### config.mk
export PLATFORM = sky130hd
export DESIGN_NAME = fruit_control
export DESIGN_NICKNAME = d
export VERILOG_FILES = /design/src/rtl/fruit_control.sv
export SDC_FILE = /design/constraint.sdc
export NUM_CORES = 1
export LEC_CHECK = 0
export BUFFER_PORTS_ARGS = -buffer_cell sky130_fd_sc_hd__clkbuf_2
export CAP_MARGIN = 20
export CORE_MARGIN = 5
export CORE_UTILIZATION = 53
export CTS_BUF_LIST = sky130_fd_sc_hd__clkbuf_8
export DETAILED_ROUTE_END_ITERATION = 10
export HOLD_SLACK_MARGIN = 0.08
export PLACE_DENSITY = 0.84
export REMOVE_ABC_BUFFERS = 1
export SLEW_MARGIN = 0
export SYNTH_ARGS = -nofsm -noshare
export SYNTH_HDL_FRONTEND = slang
export SYNTH_SLANG_ARGS = --single-unit
### constraint.sdc
create_clock -name clock -period 1.8 [get_ports clock]
set_input_delay 0 -clock clock [delete_from_list [all_inputs] [get_ports clock]]
set_output_delay 0 -clock clock [all_outputs]
set_load 0.05 [all_outputs]
### src/rtl/fruit_control.sv
// Fruit control FSM: sequences new/draw/erase/move commands for the fruit datapath,
// paces motion from a frame divider, detects slices and misses. Optional pause input: FRUIT_CTRL_PAUSE_EN.
module fruit_control #(
    parameter int FRAME_TICKS     = 833333,
    parameter int FRAMES_PER_MOVE = 4,
    parameter int BOTTOM_Y        = 104,
    parameter int START_LIVES     = 3
) (
    input  logic       clock,
    input  logic       resetn,
    input  logic       start,
    input  logic       fruit_drawn,
    input  logic [7:0] fruit_x_position,
    input  logic [6:0] fruit_y_position,
    input  logic [7:0] cursor_x,
    input  logic [6:0] cursor_y,
    input  logic       slice,
`ifdef FRUIT_CTRL_PAUSE_EN
    input  logic       pause,
`endif
    output logic       new_fruit,
    output logic       draw_fruit,
    output logic       erase_fruit,
    output logic       move_fruit,
    output logic       plot,
    output logic [7:0] number_of_fruits_cut,
    output logic [1:0] lives,
    output logic       game_over
);

    localparam int FW = (FRAME_TICKS > 1) ? $clog2(FRAME_TICKS) : 1;
    localparam int MW = (FRAMES_PER_MOVE > 1) ? $clog2(FRAMES_PER_MOVE) : 1;

    typedef enum logic [3:0] {
        S_IDLE, S_NEW, S_DRAW, S_GAP_D, S_WAIT,
        S_ERASE, S_GAP_E, S_MOVE, S_CHECK, S_GAME_OVER
    } state_t;

    state_t        state, next_state;
    logic [FW-1:0] frame_cnt;
    logic [MW-1:0] move_cnt;
    logic          cut_flag;
    logic [6:0]    prev_y;

    logic wait_run, frame_tick, last_move, hit, miss;

`ifdef FRUIT_CTRL_PAUSE_EN
    assign wait_run = (state == S_WAIT) && !pause;
`else
    assign wait_run = (state == S_WAIT);
`endif

    assign frame_tick = wait_run && (frame_cnt == FW'(FRAME_TICKS - 1));
    assign last_move  = (move_cnt == MW'(FRAMES_PER_MOVE - 1));

    // Widened by one bit so the far edge of a sprite near the screen edge cannot wrap.
    logic [8:0] fx9, cx9;
    logic [7:0] fy8, cy8;
    assign fx9 = {1'b0, fruit_x_position};
    assign cx9 = {1'b0, cursor_x};
    assign fy8 = {1'b0, fruit_y_position};
    assign cy8 = {1'b0, cursor_y};
    assign hit = slice && (cx9 >= fx9) && (cx9 <= fx9 + 9'd15)
                       && (cy8 >= fy8) && (cy8 <= fy8 + 8'd15);

    // A y below the pre-move value means the speed step wrapped the 7-bit position.
    assign miss = (fruit_y_position >= 7'(BOTTOM_Y)) || (fruit_y_position < prev_y);

    // NOTE: every output and next_state gets a default first so no latch is inferred.
    always_comb begin
        next_state  = state;
        new_fruit   = 1'b0;
        draw_fruit  = 1'b0;
        erase_fruit = 1'b0;
        move_fruit  = 1'b0;
        case (state)
            S_IDLE, S_GAME_OVER: if (start) next_state = S_NEW;
            S_NEW: begin
                new_fruit  = 1'b1;
                next_state = S_DRAW;
            end
            S_DRAW: begin
                draw_fruit = 1'b1;
                if (fruit_drawn) next_state = S_GAP_D;
            end
            S_GAP_D: next_state = S_WAIT;
            S_WAIT:  if (frame_tick && last_move) next_state = S_ERASE;
            S_ERASE: begin
                draw_fruit  = 1'b1;
                erase_fruit = 1'b1;
                if (fruit_drawn) next_state = S_GAP_E;
            end
            S_GAP_E: next_state = cut_flag ? S_NEW : S_MOVE;
            S_MOVE: begin
                move_fruit = 1'b1;
                next_state = S_CHECK;
            end
            S_CHECK: begin
                if (miss) next_state = (lives == 2'd1) ? S_GAME_OVER : S_NEW;
                else      next_state = S_DRAW;
            end
            default: next_state = S_IDLE;
        endcase
    end

    assign plot      = draw_fruit;
    assign game_over = (state == S_GAME_OVER);

    // NOTE: sequential state uses non-blocking assignments so all registers update from pre-edge values.
    always_ff @(posedge clock) begin
        if (!resetn) begin
            state                <= S_IDLE;
            frame_cnt            <= '0;
            move_cnt             <= '0;
            cut_flag             <= 1'b0;
            prev_y               <= '0;
            lives                <= '0;
            number_of_fruits_cut <= '0;
        end else begin
            state <= next_state;

            if (state != S_WAIT) begin
                frame_cnt <= '0;
                move_cnt  <= '0;
            end else if (wait_run) begin
                if (frame_tick) begin
                    frame_cnt <= '0;
                    move_cnt  <= last_move ? '0 : move_cnt + MW'(1);
                end else begin
                    frame_cnt <= frame_cnt + FW'(1);
                end
            end

            if (state == S_NEW)          cut_flag <= 1'b0;
            else if (wait_run && hit)    cut_flag <= 1'b1;

            if (state == S_GAP_E && !cut_flag) prev_y <= fruit_y_position;

            if ((state == S_IDLE || state == S_GAME_OVER) && start) begin
                lives                <= 2'(START_LIVES);
                number_of_fruits_cut <= '0;
            end else if (state == S_GAP_E && cut_flag && number_of_fruits_cut != 8'hFF) begin
                number_of_fruits_cut <= number_of_fruits_cut + 8'd1;
            end else if (state == S_CHECK && miss) begin
                lives <= lives - 2'd1;
            end
        end
    end

endmodule

==> metrics <==
startpoint class of the critical path=flip-flop; final setup margin=0.0754 ns; most heavily used metal layer in global routing=met2; post-synthesis async set-or-reset flop share=0%; Remaining Overflow, GRT=0; peak supply drop=0.447 mV; most common cell after layout, fill and taps aside=clkbuf_2; Buffers & Inverters on Critical Path=2; CP Cell Sequence=buf_4 > or3b_2 > a21oi_2 > buf_4; sequential share of the synthesized area=27.5%; Cells after Synth=386; PortBufs=50; post-synthesis sequential element count=44; level count of the clock H-tree=2; reported leakage power=1.67 nW; # setup viols final=0; most area-consuming cells after synthesis=dfxtp_1 (28%), ha_1 (17%), nor2_1 (5.3%), xnor2_1 (5.2%), xor2_1 (4.7%); clock tree root buffer cell=clkbuf_8; Warnings, synthesis=0; portion of the clock cycle consumed by the worst path in the final layout=95.8%; type of the setup path with the least slack=flip-flop to output port; largest stage delay on the critical path=0.48 ns; Critical Path Fanout Max=9; maximum clock frequency=0.580 GHz; Area Growth Syn to Fin=23.3%; power density normalized to cell area=536 nW/um2; layout net count=544; routed wirelength normalized by instance count=13.9 um; remaining routing DRC violations=0; Antenna diodes=0; number of synthesized flops with an enable pin=0; slowest CP cell=or3b_2; Synth cell types=52; fin crit period=1.72 ns; summed area of non-filler cells in the final layout=3950 um2; Clk pin slew, worst setup/hold paths=0.09 ns; fraction of layout cells with a size suffix above 1=24.4%; Die Wd=87.7 um; data required time of the worst path=1.80 ns; setup repair after global routing missed its margin=true; GP Congestion=0.842; clk_lat worst skew=0.30 ns; pin count of the biggest net entering global routing=21; GR met3 Demand/Resource=3.57%; core region area=5890 um2; global-route usage over all layers=19.8%; initial standard-cell utilization of the core=54.4%; ys flop type=dfxtp_1; detailed placement HPWL=5.85 mm; count of boundary I/O pins=51; row cnt=28; area share of the leading cell type in the synthesized netlist=27.5%; post-synthesis cell type with the largest combined area=dfxtp_1; number of global-route vias before repair=2855; Setup Slack @ Placement=-0.164 ns; Maximum Capacitance Violations=0; antenna violations before repair=0; die span in y=87.7 um; overall die area=7700 um2; worst rel slew slack=71.0%; DRC marker count from the first detailed-route iteration=92; critical path's most frequent cell=buf_4; Layout Skew=0.00682 ns; critical path arrival=1.72 ns; met2 demand-to-capacity share in global routing=34.9%; first-pass GRT wire length=12.3 mm; commonest cells after routing, fill and taps aside=clkbuf_2 (46), nor2_1 (45), ha_1 (42); final number of hold-violating endpoints=0; Post-Place Cell Area=3750 um2; global-route met1 utilization=23.7%; aggregate routed wire length=7.53 mm; vias per inst=5.49; number of nets with antenna violations after routing=0; CTS tree=built; TritonCTS Sinks=44; Max Slew Vio Count=0; crit-path leading delay family=simple AND/OR/NAND/NOR gates; Synth Area per Inst=8.29 um2; total clock buffers created by CTS=5; drt pass-1 iters=5; Netlist Area Pre-Place=3200 um2; transition time of the tightest slew-check pin=0.434 ns; outcome=finished clean; maximum clock insertion buffer count=2; type of the most critical hold path=primary input to flip-flop; setup slack of the worst register-to-register path=0.09 ns; number of vias after detailed routing=2975; endpoint kind of the worst setup timing path=output port
-- per-layer routing --
| metal | routed length, um | share of wire, % |
|---|---|---|
| met1 | 3160 | 42 |
| met2 | 3840 | 51 |
| met3 | 313 | 4.2 |
| met4 | 215 | 2.9 |
| met5 | 0 | 0 |
-- cells in the mapped netlist, types with 6 or more instances --
cell      number
clkbuf_1       6
o21ai_0       10
dfxtp_1       44
a21boi_0       7
inv_1         32
a21oi_1       18
xnor2_1       19
nand2_1       28
xor2_1        17
nand3_1       20
nand4_1       13
nor2b_1        7
nor2_1        45
mux2i_1        9
ha_1          43
-- power by group --
group	internal (mW)	total (mW)	leakage, nW	switching [mW]
Clock	0.307	0.647	0.0486	0.340
Sequential	0.980	0.992	0.357	0.0116
Combinational	0.212	0.475	1.27	0.263
-- sequential cells by signal, summed over array words and instances, names as in the netlist --
| name | flops |
|---|---|
| cut_flag | 1 |
| lives | 2 |
| frame_cnt | 20 |
| number_of_fruits_cut | 8 |
| move_cnt | 2 |
| prev_y | 7 |
| state | 4 |
-- stage by stage --
step	TNS [ns]	power (mW)	hold slack (ns)	util, %	std cells
6_report	0	2.11	0.0808	67.0	542
4_1_cts	0	2.11	0.0815	65.8	541
5_1_grt	-0.0560	2.23	0.0807	67.0	542
2_1_floorplan	-6.13	1.29	0.128	-	376
3_5_place_dp	-0.252	1.46	0.373	63.6	532
3_3_place_gp	-0.0539	1.44	0.369	63.6	532
-- timing repair --
item | CTS | global route
setup buffers | 0 | 1
endpoints found under the hold margin | 1 | 0
cloned | 0 | 0
resized for setup | 7 | 24
endpoints found under the setup margin | 6 | 32
hold buffers | 1 | 0
pin swaps | 0 | 10
-- cells by family (layout without fill, tap and decap cells) --
group / count (synthesis) / after routing / synth area share (%)
AND/OR/NAND/NOR: 151 / 151 / 25.0
buffers and inverters: 42 / 123 / 5.16
AO/OA/AOI/OAI: 61 / 61 / 12.9
XOR/XNOR: 36 / 36 / 9.85
flip-flops: 44 / 44 / 27.5
multiplexers: 9 / 9 / 2.81
adder cells (fa/ha/maj): 43 / 43 / 16.8
-- path summary, 6_finish.rpt --
path / startpoint / end / cells past startpoint
hold / removal: fruit_y_position[5] / prev_y[5]$_SDFFE_PN0P_ / 3
setup reg to reg: prev_y[2]$_SDFFE_PN0P_ / lives[1]$_SDFFE_PN0P_ / 8
setup / recovery: state[0]$_SDFFE_PN0P_ / draw_fruit / 4
hold reg to reg: move_cnt[0]$_SDFFE_PP0P_ / move_cnt[0]$_SDFFE_PP0P_ / 2
-- worst min-delay path, stage by stage --
cell	delay, ns
clkbuf_2	0.15
mux2i_1	0.09
nor2b_1	0.10
-- area by class of cell --
class,instances,area [um2]
Clock inverter,2,11.3
Timing Repair Buffer,83,523
Multi-Input combinational cell,300,2230
Fill cell,468,1940
Clock buffer,6,82.6
Tap cell,75,93.8
Sequential cell,44,888
Inverter,32,120
Power figures use the tool's default switching activity.
